### config.mk
export PLATFORM = sky130hd
export DESIGN_NAME = eth_frame_gen
export DESIGN_NICKNAME = d
export VERILOG_FILES = /design/src/rtl/eth_frame_gen.sv
export SDC_FILE = /design/constraint.sdc
export NUM_CORES = 1
export LEC_CHECK = 0
export CORE_MARGIN = 8
export CORE_UTILIZATION = 59
export CTS_BUF_LIST = sky130_fd_sc_hd__clkbuf_8
export CTS_CLUSTER_SIZE = 12
export DETAILED_ROUTE_END_ITERATION = 6
export GPL_ROUTABILITY_DRIVEN = 0
export HOLD_SLACK_MARGIN = 0.12
export PLACE_DENSITY = 0.88
export SYNTH_ARGS = -nofsm -noshare
export SYNTH_HDL_FRONTEND = slang
export SYNTH_SLANG_ARGS = --single-unit
### constraint.sdc
create_clock -name clk -period 8.6 [get_ports clk]
set_input_delay 1.72 -clock clk [delete_from_list [all_inputs] [get_ports clk]]
set_output_delay 1.72 -clock clk [all_outputs]
set_load 0.01 [all_outputs]
### src/rtl/eth_frame_gen.sv
// Ethernet test-frame generator driving an 8-bit AXI-Stream MAC TX port.
// Define ETH_FRAME_GEN_SEQ_EN to carry the frame counter in payload bytes 14-17.
module eth_frame_gen #(
  parameter int C_GAP_WIDTH = 16
) (
  input  logic                   clk,
  input  logic                   rst_n,
  input  logic                   enable,
  input  logic [10:0]            frame_len,
  input  logic [C_GAP_WIDTH-1:0] gap_len,
  input  logic [47:0]            dst_mac,
  input  logic [47:0]            src_mac,
  input  logic [15:0]            ethertype,
  input  logic                   clear,
  input  logic                   tx_error,
  output logic [7:0]             tx_axis_tdata,
  output logic                   tx_axis_tvalid,
  output logic                   tx_axis_tlast,
  output logic                   tx_axis_tuser,
  input  logic                   tx_axis_tready,
  output logic [31:0]            frame_count,
  output logic [15:0]            error_count,
  output logic                   busy
);

  typedef enum logic [1:0] {IDLE, FRAME, GAP} state_t;

  state_t                 state;
  logic [10:0]            idx;
  logic [10:0]            len_q;
  logic [C_GAP_WIDTH-1:0] gap_q;
  logic [C_GAP_WIDTH-1:0] gap_cnt;
  logic [47:0]            dst_q;
  logic [47:0]            src_q;
  logic [15:0]            type_q;
`ifdef ETH_FRAME_GEN_SEQ_EN
  logic [31:0]            seq_q;
  logic [31:0]            cur_seq;
`endif

  logic        hs;
  logic        last_hs;
  logic        gap_done;
  logic        start;
  logic [31:0] fc_next;
  logic [10:0] next_idx;
  logic [10:0] next_len;
  logic [47:0] cur_dst;
  logic [47:0] cur_src;
  logic [15:0] cur_type;
  logic [7:0]  next_byte;
  logic        next_last;

  function automatic logic [7:0] hdr_byte(input logic [3:0] i, input logic [47:0] d,
                                          input logic [47:0] s, input logic [15:0] t);
    logic [7:0] b;
    case (i)
      4'd0:    b = d[47:40];
      4'd1:    b = d[39:32];
      4'd2:    b = d[31:24];
      4'd3:    b = d[23:16];
      4'd4:    b = d[15:8];
      4'd5:    b = d[7:0];
      4'd6:    b = s[47:40];
      4'd7:    b = s[39:32];
      4'd8:    b = s[31:24];
      4'd9:    b = s[23:16];
      4'd10:   b = s[15:8];
      4'd11:   b = s[7:0];
      4'd12:   b = t[15:8];
      4'd13:   b = t[7:0];
      default: b = 8'h00;
    endcase
    return b;
  endfunction

  assign tx_axis_tuser = 1'b0;

  // Next-byte pipeline: either byte 0 of a fresh frame (from live inputs) or the
  // next byte of the current frame (from latched fields), so tdata stays registered.
  always_comb begin
    hs       = tx_axis_tvalid && tx_axis_tready;
    last_hs  = hs && tx_axis_tlast;
    gap_done = (state == GAP) && (gap_cnt == C_GAP_WIDTH'(1));
    start    = enable && ((state == IDLE) || (last_hs && (gap_q == '0)) || gap_done);

    fc_next = frame_count;
    if (clear)
      fc_next = 32'd0;
    else if (last_hs)
      fc_next = frame_count + 32'd1;

    cur_dst  = start ? dst_mac : dst_q;
    cur_src  = start ? src_mac : src_q;
    cur_type = start ? ethertype : type_q;
    next_idx = start ? 11'd0 : idx + 11'd1;
    next_len = start ? ((frame_len < 11'd18) ? 11'd18 : frame_len) : len_q;

    if (next_idx < 11'd14)
      next_byte = hdr_byte(next_idx[3:0], cur_dst, cur_src, cur_type);
    else
      next_byte = 8'(next_idx - 11'd14);

`ifdef ETH_FRAME_GEN_SEQ_EN
    cur_seq = start ? fc_next : seq_q;
    case (next_idx)
      11'd14:  next_byte = cur_seq[31:24];
      11'd15:  next_byte = cur_seq[23:16];
      11'd16:  next_byte = cur_seq[15:8];
      11'd17:  next_byte = cur_seq[7:0];
      default: ;
    endcase
`endif

    next_last = (next_idx == (next_len - 11'd1));
  end

  always_ff @(posedge clk) begin
    if (!rst_n) begin
      state          <= IDLE;
      tx_axis_tvalid <= 1'b0;
      tx_axis_tlast  <= 1'b0;
      tx_axis_tdata  <= 8'h00;
      busy           <= 1'b0;
      frame_count    <= 32'd0;
      error_count    <= 16'd0;
      idx            <= 11'd0;
      len_q          <= 11'd18;
      gap_q          <= '0;
      gap_cnt        <= '0;
      dst_q          <= 48'd0;
      src_q          <= 48'd0;
      type_q         <= 16'd0;
`ifdef ETH_FRAME_GEN_SEQ_EN
      seq_q          <= 32'd0;
`endif
    end else begin
      frame_count <= fc_next;
      if (clear)
        error_count <= 16'd0;
      else if (tx_error && (error_count != 16'hFFFF))
        error_count <= error_count + 16'd1;

      if (start) begin
        state          <= FRAME;
        busy           <= 1'b1;
        tx_axis_tvalid <= 1'b1;
        idx            <= next_idx;
        tx_axis_tdata  <= next_byte;
        tx_axis_tlast  <= next_last;
        len_q          <= next_len;
        gap_q          <= gap_len;
        dst_q          <= dst_mac;
        src_q          <= src_mac;
        type_q         <= ethertype;
`ifdef ETH_FRAME_GEN_SEQ_EN
        seq_q          <= fc_next;
`endif
      end else begin
        case (state)
          FRAME: begin
            if (hs) begin
              if (tx_axis_tlast) begin
                tx_axis_tvalid <= 1'b0;
                tx_axis_tlast  <= 1'b0;
                if (gap_q != '0) begin
                  state   <= GAP;
                  gap_cnt <= gap_q;
                end else begin
                  state <= IDLE;
                  busy  <= 1'b0;
                end
              end else begin
                idx           <= next_idx;
                tx_axis_tdata <= next_byte;
                tx_axis_tlast <= next_last;
              end
            end
          end
          GAP: begin
            if (gap_done) begin
              state <= IDLE;
              busy  <= 1'b0;
            end else begin
              gap_cnt <= gap_cnt - C_GAP_WIDTH'(1);
            end
          end
          default: ;
        endcase
      end
    end
  end

endmodule
==> metrics.log <==
INFO  metric outcome = complete, no violations
INFO  metric number_of_distinct_library_cell_variants_in_the_gate_level_netlist_after_synthesis = 73
INFO  metric post-synth-top-area-cell = sky130_fd_sc_hd__dfxtp_1
INFO  metric finalHoldWorstSlack = approximately 460 ps
INFO  metric via_count_of_the_first_global_routing_pass = around 11k
INFO  metric max_cap_viol_count = 0
INFO  metric power.switching_fraction = 0.2529
INFO  metric die_area = ~0.024 mm²
INFO  metric timing_worst_setup_path_type = input pin to flop
INFO  metric tritoncts_num_sinks = roughly 230
INFO  metric wire_per_inst = 17.41 µm
INFO  metric ys_seq_area_frac = 0.3979
INFO  metric ff2ff_path_depth = 9
INFO  metric critical_path.startpoint_type = input pin
INFO  metric globalRoute.busiestLayer = met2
INFO  metric place.detailed.hpwl = 22780 µm
INFO  metric post_drt_via_cell_ratio = 5.874
INFO  metric synthToLayoutAreaGrowth = 24.65%
INFO  metric layout-drive-gt1-share = 0.06106
INFO  metric crit_fanout = between 100 and 150
INFO  metric initial_standard_cell_utilization_of_the_core = 0.5946
INFO  metric cts.hold.buffers_added = 0
INFO  metric critical_path_required_time = 9060 ps
INFO  metric ir_worst_vdd = 0.1194 mV
INFO  metric dr.pass1.iters = 5
INFO  metric worstPathArrival = roughly 5500 ps
INFO  metric timing.fmax = 197.5 MHz
INFO  metric setup_repair_after_global_routing_missed_its_margin = false
INFO  metric clk_latency = 530 ps
INFO  metric numCtsBuffers = 39
INFO  metric worst_slew_margin_rel = 0.1868
INFO  metric cts_tree = done
INFO  metric num_antenna_cells = 0
INFO  metric ys_top_cells_by_area = sky130_fd_sc_hd__dfxtp_1 (40%), sky130_fd_sc_hd__nand2_1 (11%), sky130_fd_sc_hd__a21boi_0 (9.3%)
INFO  metric post-route-drc-count = 0
INFO  metric clock_tree.root_cell = sky130_fd_sc_hd__clkbuf_8
INFO  metric post_synth.cell_area_avg = 7.991 µm²
INFO  metric global_route_wire_length_before_repair = 52550 µm
INFO  metric worst-slew-pin-transition = 1215 ps
INFO  metric die_x = 155.1 µm
INFO  metric slew_viol_final = 0
INFO  metric grt_overflow_total = 0
INFO  metric groute.layer.met3.usage = 0.05881
INFO  metric fin_crit_sh = 0.5889
INFO  metric met2_layer_usage_reported_by_global_route = 0.4236
INFO  metric power_density = 165.4 mW/mm²
INFO  metric internal_dissipation = 1.759 mW
INFO  metric ys_dominant_reg_cell = sky130_fd_sc_hd__dfxtp_1
INFO  metric setup.worst_path.end_class = flop
INFO  metric ant_nets = 0
INFO  metric cts.repair_timing.setup_buffer_count = 0
INFO  metric drt_iter0_drc = 949
INFO  metric power.leakage = just over 5 nW
INFO  metric final_hold_viol_count = 0
INFO  metric async_reset_ff_frac = 0
INFO  metric grt_antenna_before_repair = 0
INFO  metric total_neg_setup_slack = 0 ps
INFO  metric min-delay-path-class = flop to flop
INFO  metric power.combinational.fraction = 0.112
INFO  metric top_level_ports = 205
INFO  metric synthCells = 1429
INFO  metric std_cell_rows = 51
INFO  metric setup_viol = 0
INFO  metric ys_warns = 0
INFO  metric h_tree_level_count = 2
INFO  metric syn-cell-area = 0.01142 mm²
INFO  metric syn-num-nets = ~1.6k
INFO  metric clock_power_share = 0.408
INFO  metric number_of_buffer_cells_added_on_primary_ports = 203
INFO  metric clk_pin_slew_worst_paths = approximately 60 ps
INFO  metric finalClockSkew = 27.13 ps
INFO  metric synth-seq-cells = roughly 230
INFO  metric die-height = 155.1 µm
INFO  metric postcts_resize_cnt = 0
INFO  metric final.min_clock_period = about 5100 ps
INFO  metric groute.layer.met1.usage = 0.3247
INFO  metric pwr-share-seq = 0.480
INFO  metric yosysTopAreaCellShare = 0.3979
INFO  metric finalWirelength = between 30000 and 40000 µm
INFO  metric placeableCoreArea = between 0.015 and 0.02 mm²
INFO  metric clk_path_buf_depth = 3
INFO  metric p_sw = 595.3 µW
INFO  metric dr_total_vias = about 11k
INFO  metric final_net_count = 1732
INFO  metric grt_max_degree = approximately 150
INFO  metric synth-edff-count = 0
INFO  metric hold_path_depth = 2
INFO  metric grtUsageTotal = 0.2632
worst paths after layout:
| path | from | end | slack (ps) |
|---|---|---|---|
| setup / recovery | tx_axis_tready | tx_axis_tdata[0] | 3540 |
| hold / removal | dst_q[32] | dst_q[32] | 460 |
| setup reg to reg | gap_cnt[0] | tx_axis_tdata[0] | 4190 |
| hold reg to reg | dst_q[32] | dst_q[32] | 460 |
power by group through the flow:
stage	clock [mW]	combinational, mW	sequential [mW]
2_1_floorplan	0	0.148	1.14
3_3_place_gp	0	0.256	1.15
3_5_place_dp	0	0.261	1.15
4_1_cts	0.975	0.263	1.13
5_1_grt	1.02	0.290	1.13
6_report	0.961	0.264	1.13
state kept, by name (all words and copies together), names as in the netlist:
register,count
dst_q,48
src_q,48
frame_count,32
error_count,16
gap_cnt,16
gap_q,16
type_q,16
idx,11
len_q,11
tx_axis_tdata,8
state,2
busy,1
tx_axis_tlast,1
tx_axis_tvalid,1
metal layers:
metal	share of wire	vias to the layer above
met5	0	-
met4	0.044	0
li1	-	5322
met3	0.085	103
met2	0.46	502
met1	0.41	5058
final cells by class:
class,count,area (µm²)
clock inverter,15,68.82
sequential,227,4544
fill,1431,4972
inverter,11,41.29
clock buffer,51,701.9
tap,265,331.6
multi-input combinational,1089,6450
timing repair buffer,212,2097
stage by stage:
step | cell area, µm² | instances | setup slack [ps] | util | power, mW
detailed placement | 13460 | 1804 | 2998 | 0.7010 | 1.411
global placement | 13460 | 1804 | 3133 | 0.7010 | 1.404
CTS | 14230 | 1870 | 3554 | 0.7411 | 2.367
floorplan | 11420 | 1429 | 3823 | - | 1.288
finish | 14230 | 1870 | 3536 | 0.7411 | 2.354
global route | 14230 | 1870 | 3250 | 0.7411 | 2.447
critical path, cell delays in order:
cell                              delay, ps
sky130_fd_sc_hd__clkdlybuf4s50_1        500
sky130_fd_sc_hd__and3_1                 390
sky130_fd_sc_hd__nand2_1                210
sky130_fd_sc_hd__o22ai_4                800
sky130_fd_sc_hd__buf_4                  970
sky130_fd_sc_hd__mux2_2                 420
sky130_fd_sc_hd__o221ai_1               150
sky130_fd_sc_hd__nand4b_1               140
sky130_fd_sc_hd__a21oi_1                190
cell usage after synthesis (all sizes together), types with 5 or more instances:
cell type / instances
mux2: 11
nor4: 15
o2bb2ai: 5
or4: 7
a22o: 5
a21boi: 143
xnor2: 30
nor3: 24
nand2: 325
o21ai: 50
xor2: 37
o22ai: 6
and2: 14
nor2b: 10
or3: 21
a22oi: 7
nand3: 37
and4: 10
inv: 11
clkbuf: 71
and3: 15
nor2: 93
a21oi: 56
buf: 31
o21bai: 5
o221ai: 6
dfxtp: 227
ha: 7
a31oi: 14
a211oi: 5
nand4: 24
mux2i: 24
nand2b: 7
nor3b: 5
a221oi: 6
o31ai: 11
cell usage in the layout (no fill, tap or decap), types with 36 or more instances in the layout:
cell	instances
sky130_fd_sc_hd__nand2_1	325
sky130_fd_sc_hd__dfxtp_1	227
sky130_fd_sc_hd__a21boi_0	142
sky130_fd_sc_hd__nor2_1	93
sky130_fd_sc_hd__nand3_1	37
sky130_fd_sc_hd__o21ai_0	50
sky130_fd_sc_hd__clkdlybuf4s50_1	202
sky130_fd_sc_hd__xor2_1	36
sky130_fd_sc_hd__clkbuf_8	51
sky130_fd_sc_hd__a21oi_1	56
logic make-up (layout without fill, tap and decap cells):
group           Yosys count  count (layout)  share of synthesized area
compound gates          355             355                     0.2164
xor+xnor                 68              68                    0.05336
fa+ha+maj                 7               7                   0.007669
buf+inv                 113             289                    0.03999
flops                   227             227                     0.3979
mux                      37              37                    0.03583
other cells               1               1                  0.0003284
simple gates            621             621                     0.2485
Power figures use the tool's default switching activity.
